## config.mk

```make
export PLATFORM = sky130hd
export DESIGN_NAME = face_scan_sequencer
export DESIGN_NICKNAME = d
export VERILOG_FILES = /design/src/rtl/face_scan_sequencer.sv
export SDC_FILE = /design/constraint.sdc
export NUM_CORES = 1
export LEC_CHECK = 0
export BUFFER_PORTS_ARGS = -buffer_cell sky130_fd_sc_hd__buf_2
export CORE_UTILIZATION = 50
export DETAILED_ROUTE_END_ITERATION = 10
export HOLD_SLACK_MARGIN = 0.05
export PLACE_DENSITY = 0.8
export SYNTH_ARGS = -nofsm -noshare
export SYNTH_HDL_FRONTEND = slang
export SYNTH_SLANG_ARGS = --single-unit
```

## constraint.sdc

```tcl
create_clock -name Clk -period 6.3 [get_ports Clk]
set_input_delay 0.315 -clock Clk [delete_from_list [all_inputs] [get_ports Clk]]
set_output_delay 0.315 -clock Clk [all_outputs]
set_load 0.05 [all_outputs]
```

## src/rtl/face_scan_sequencer.sv

```systemverilog
// Steps each cube face through detect, centers, colour-store and colour-check stages,
// with a per-stage done timeout and bounded colour-check retries.
module face_scan_sequencer #(
  parameter int NUM_FACES      = 6,
  parameter int TIMEOUT_CYCLES = 1023,
  parameter int MAX_RETRY      = 3
) (
  input  logic       Clk,
  input  logic       Reset,
  input  logic       Execute,
  input  logic       Face,
  output logic       ds,
  input  logic       ds_done,
  output logic       gc,
  input  logic       gc_done,
  output logic       cs,
  input  logic       cs_done,
  output logic       cc,
  input  logic       cc_done,
  input  logic       cc_ok,
  output logic [2:0] face_idx,
  output logic [1:0] retry_cnt,
  output logic       busy,
  output logic       algstart,
  output logic       error
);

  localparam int TW = $clog2(TIMEOUT_CYCLES + 1);

  typedef enum logic [3:0] {
    IDLE, DS, DS_W, GC, GC_W, CS, CS_W, CC, CC_W, STOP, HALT, ERR
  } state_t;

  state_t        state, state_n;
  logic [TW-1:0] tmr;
  logic          face_q;
  logic          face_rise;
  logic          tmo;
  logic          in_wait;
  logic          retry_left;
  logic          last_face;

  assign face_rise  = Face & ~face_q;
  assign tmo        = (tmr == TW'(TIMEOUT_CYCLES - 1));
  assign in_wait    = state inside {DS_W, GC_W, CS_W, CC_W};
  assign retry_left = (int'(retry_cnt) + 1) < MAX_RETRY;
  assign last_face  = (face_idx == 3'(NUM_FACES - 1));

  // Execute low overrides everything; in wait states a done strobe beats the timeout.
  always_comb begin
    state_n = state;
    if (!Execute) begin
      state_n = IDLE;
    end else begin
      case (state)
        IDLE: state_n = DS;
        DS:   state_n = DS_W;
        GC:   state_n = GC_W;
        CS:   state_n = CS_W;
        CC:   state_n = CC_W;
        DS_W: begin
          if (ds_done)  state_n = GC;
          else if (tmo) state_n = ERR;
        end
        GC_W: begin
          if (gc_done)  state_n = CS;
          else if (tmo) state_n = ERR;
        end
        CS_W: begin
          if (cs_done)  state_n = CC;
          else if (tmo) state_n = ERR;
        end
        CC_W: begin
          if (cc_done) begin
            if (cc_ok)           state_n = last_face ? HALT : STOP;
            else if (retry_left) state_n = DS;
            else                 state_n = ERR;
          end else if (tmo) begin
            state_n = ERR;
          end
        end
        STOP: if (face_rise) state_n = DS;
        HALT: state_n = HALT;
        ERR:  state_n = ERR;
        default: state_n = IDLE;
      endcase
    end
  end

  always_ff @(posedge Clk or posedge Reset) begin
    if (Reset) begin
      state     <= IDLE;
      face_q    <= 1'b0;
      tmr       <= '0;
      face_idx  <= '0;
      retry_cnt <= '0;
      ds        <= 1'b0;
      gc        <= 1'b0;
      cs        <= 1'b0;
      cc        <= 1'b0;
      busy      <= 1'b0;
      algstart  <= 1'b0;
      error     <= 1'b0;
    end else begin
      state  <= state_n;
      face_q <= Face;
      tmr    <= (in_wait && state_n == state) ? tmr + TW'(1) : '0;
      if (state_n == DS) begin
        if (state == IDLE) begin
          face_idx  <= '0;
          retry_cnt <= '0;
        end else if (state == STOP) begin
          face_idx  <= face_idx + 3'd1;
          retry_cnt <= '0;
        end else if (state == CC_W) begin
          retry_cnt <= retry_cnt + 2'd1;
        end
      end
      ds       <= (state_n == DS);
      gc       <= (state_n == GC);
      cs       <= (state_n == CS);
      cc       <= (state_n == CC);
      busy     <= !(state_n inside {IDLE, HALT, ERR});
      algstart <= (state_n == HALT);
      error    <= (state_n == ERR);
    end
  end

endmodule

```

==> summary.md <==
| Metric | Value |
|---|---|
| Total of cells resized after clock tree synthesis | `0` |
| Highest fanout seen on the critical path | `11` |
| Height of the chip | `58.09 µm` |
| Number of sinks handled by clock tree synthesis | `27` |
| Count of final max-slew check failures | `0` |
| Nature of the critical path endpoint | `register` |
| Area of the mapped netlist | `0.001573 mm²` |
| Number of buffers added on ports | `20` |
| Die boundary width | `58.09 µm` |
| Global-route wire length before repair | `5.326 mm` |
| DRC violations left | `0` |
| Worst EP required | `6510 ps` |
| Hold-fix buffers, CTS | `0` |
| Routed Wire Length | `3.122 mm` |
| Via count of the first global-routing pass | `1248` |
| Arr. time, crit path | `3200 ps` |
| CTS clock-pin slew for the worst setup and hold paths | `130 ps` |
| Vias after detailed routing | `1265` |
| Synth-to-Final Area Change | `8.910%` |
| Pwr/cell area | `320.9 mW/mm²` |
| Antenna diode count | `0` |
| Average vias per placed instance | `5.724` |
| Clock tree from TritonCTS | `done` |
| Unrepaired setup endpoints after global routing | `no` |
| Setup violators final | `0` |
| Final worst hold slack | `118.1 ps` |
| Fraction of final layout cells sized beyond drive strength 1 | `0.1676` |
| Largest family of logic cells by synthesized area | `simple AND/OR/NAND/NOR gates` |
| Hold depth | `1` |
| Reported max-cap violation count | `0` |
| Clock buffer count from CTS | `3` |
| Post-route setup TNS | `0 ps` |
| Effective utilization at floorplan | `0.5468` |
| RePlAce Congestion | `0.8836` |
| Total Power Consumption | `0.5496 mW` |
| Outcome | `complete, no violations` |
| Gate count of the mapped netlist | `163` |
| Clock latency reported for the late side of the worst-skew pair | `310 ps` |
| Peak Freq | `335.1 MHz` |
| Final hold violations | `0` |
| Critical Path Source Type | `register` |
| VDD IR max | `0.1503 mV` |
| Leakage power total | `0.8457 nW` |
| Period utilization | `0.4737` |
| Post-CTS Setup Bufs | `0` |
| Count of TritonRoute iterations in the first routing pass | `4` |
| Yosys warns | `0` |
| Count of state elements after synthesis | `27` |
| Iteration-0 DRC Markers | `69` |
| Fin area | `0.001713 mm²` |
| Largest net degree at the start of global routing | `28` |
| Portion of netlist area occupied by mux cells | `0.01273` |
| Top library cells by usage in the layout, fill and taps aside | `sky130_fd_sc_hd__dfrtp_1 (27), sky130_fd_sc_hd__buf_2 (20), sky130_fd_sc_hd__nor2_1 (18)` |
| Length in cells of the worst reg-to-reg path | `8` |
| Number of nets produced by synthesis | `178` |
| Distinct cell type count after synthesis | `51` |
| Number of top-level pins | `21` |
| Core region area | `0.002877 mm²` |
| Area of the die | `0.003374 mm²` |
| Clock Skew | `4.635 ps` |
| Transition time of the tightest slew-check pin | `1004 ps` |
| Xor-xnor portion of the synthesized cell area | `0.05569` |
| Most used DFF post-synth | `sky130_fd_sc_hd__dfrtp_1` |
| Mean routed wirelength per cell | `14.13 µm` |
| Global route overflow | `0` |
| CTS Buffer Depth | `2` |
| Placed cell areas | `0.001685 mm²` |
| Post-Synth Simple-Gate Area | `0.2442` |
| Final HPWL DP | `2.315 mm` |
| Worst slew margin | `0.3301` |
| Buffer cell driving the clock tree root | `sky130_fd_sc_hd__clkbuf_4` |
| Sequential cell area fraction in the yosys report | `0.4296` |
| Post-route ant nets | `0` |
| Fraction of the mapped netlist area in compound gates | `0.1631` |
| Kind of critical path | `register to register` |
| Placed cell count | `217` |
| Synth async-reset ratio | `1.000` |
| Number of enable flip-flop cells after synthesis | `0` |
| Layout filler cell count | `246` |
| Number of antenna violations at the first check in global routing | `0` |
| Avg Synthesized Cell Area | `9.649 µm²` |
| Post-synthesis adder-cell area fraction | `0.04773` |
| Filler-free cell count of the finished design | `221` |
| Leading cell type in the layout, fill and taps excluded | `sky130_fd_sc_hd__dfrtp_1` |
| H-tree depth | `1` |
| Hold Crit Class | `input port to register` |
| Final worst path period need | `2985 ps` |
| Floorplan row count | `19` |
| GR Util All Layers | `0.2041` |
| Fin nets | `195` |
## layout make-up
class,count,area [µm²],area share
clock inverters,1,5.005,0.002922
flip-flops and latches,27,675.6,0.3944
multi-input cells,119,823.3,0.4806
clock buffers,3,22.52,0.01315
well taps,42,52.55,0.03068
inverters,9,33.78,0.01972
repair buffers,20,100.1,0.05844
## worst paths after layout
path                                               start                      end  slack, ps
worst max-delay path            retry_cnt[0]$_DFFE_PP0P_  face_idx[1]$_DFFE_PP0P_       3320
worst min-delay path                                Face         face_q$_DFF_PP0_        120
worst max register to register  retry_cnt[0]$_DFFE_PP0P_  face_idx[1]$_DFFE_PP0P_       3320
worst min register to register          tmr[0]$_DFF_PP0_         tmr[0]$_DFF_PP0_        570
max in group asynchronous                          Reset         face_q$_DFF_PP0_       5490
min in group asynchronous                          Reset         tmr[4]$_DFF_PP0_        210
## cell families (layout without fill, tap and decap cells)
logic type / count (synthesis) / count (layout)
simple gates: 69 / 69
buf+inv: 17 / 33
xor+xnor: 10 / 10
fa+ha+maj: 6 / 6
mux: 2 / 2
compound gates: 32 / 32
flops: 27 / 27
## worst max-delay path, stage by stage (launching register included)
cell and delay [ps]:
sky130_fd_sc_hd__dfrtp_1 430, sky130_fd_sc_hd__inv_1 70, sky130_fd_sc_hd__ha_1 200, sky130_fd_sc_hd__or4b_1 480
sky130_fd_sc_hd__and2b_1 190, sky130_fd_sc_hd__o32ai_1 210, sky130_fd_sc_hd__o2111ai_1 440, sky130_fd_sc_hd__or2_0 470
sky130_fd_sc_hd__a221o_1 380
## Yosys cell counts, types with 2 or more instances
cell type | number | share of area
sky130_fd_sc_hd__a21oi_1 | 6 | 0.019
sky130_fd_sc_hd__nor4_1 | 4 | 0.016
sky130_fd_sc_hd__a221o_1 | 3 | 0.019
sky130_fd_sc_hd__dfrtp_1 | 27 | 0.43
sky130_fd_sc_hd__nand2b_1 | 5 | 0.020
sky130_fd_sc_hd__o31ai_1 | 2 | 0.0095
sky130_fd_sc_hd__xor2_1 | 9 | 0.050
sky130_fd_sc_hd__a21o_1 | 2 | 0.0095
sky130_fd_sc_hd__inv_1 | 9 | 0.021
sky130_fd_sc_hd__buf_2 | 2 | 0.0064
sky130_fd_sc_hd__and2_1 | 3 | 0.012
sky130_fd_sc_hd__ha_1 | 6 | 0.048
sky130_fd_sc_hd__nand4_1 | 4 | 0.016
sky130_fd_sc_hd__nand3_1 | 7 | 0.022
sky130_fd_sc_hd__and3_1 | 6 | 0.024
sky130_fd_sc_hd__nor2_1 | 18 | 0.043
sky130_fd_sc_hd__mux2i_1 | 2 | 0.013
sky130_fd_sc_hd__nor2b_1 | 5 | 0.020
sky130_fd_sc_hd__clkbuf_1 | 5 | 0.012
sky130_fd_sc_hd__nand2_1 | 7 | 0.017
## routing by layer
layer,routed length [µm],part of all wire,up-vias,global-route usage
met1,1347,0.43,617,0.2564
li1,-,-,612,-
met3,156,0.050,4,0.03348
met2,1585,0.51,32,0.3448
met5,0,0,-,0
met4,31,0.0099,0,0.09184
## registers in the layout, summed over array words and instances (netlist names), 2 cells and up
register,count
face_idx,3
state,4
retry_cnt,2
tmr,10
## per-stage QoR
stage	worst slack [ps]	utilization
detailed placement	3364	0.5859
CTS	3342	0.5955
global route	3108	0.5955
global placement	3476	0.5859
floorplan	3550	-
finish	3315	0.5955
## where the power goes
group	internal (mW)	switching, mW
combinational	0.0819	0.151
clock	0.0237	0.0477
sequential	0.195	0.0499
Note: power is estimated with default switching activity, not from simulation.
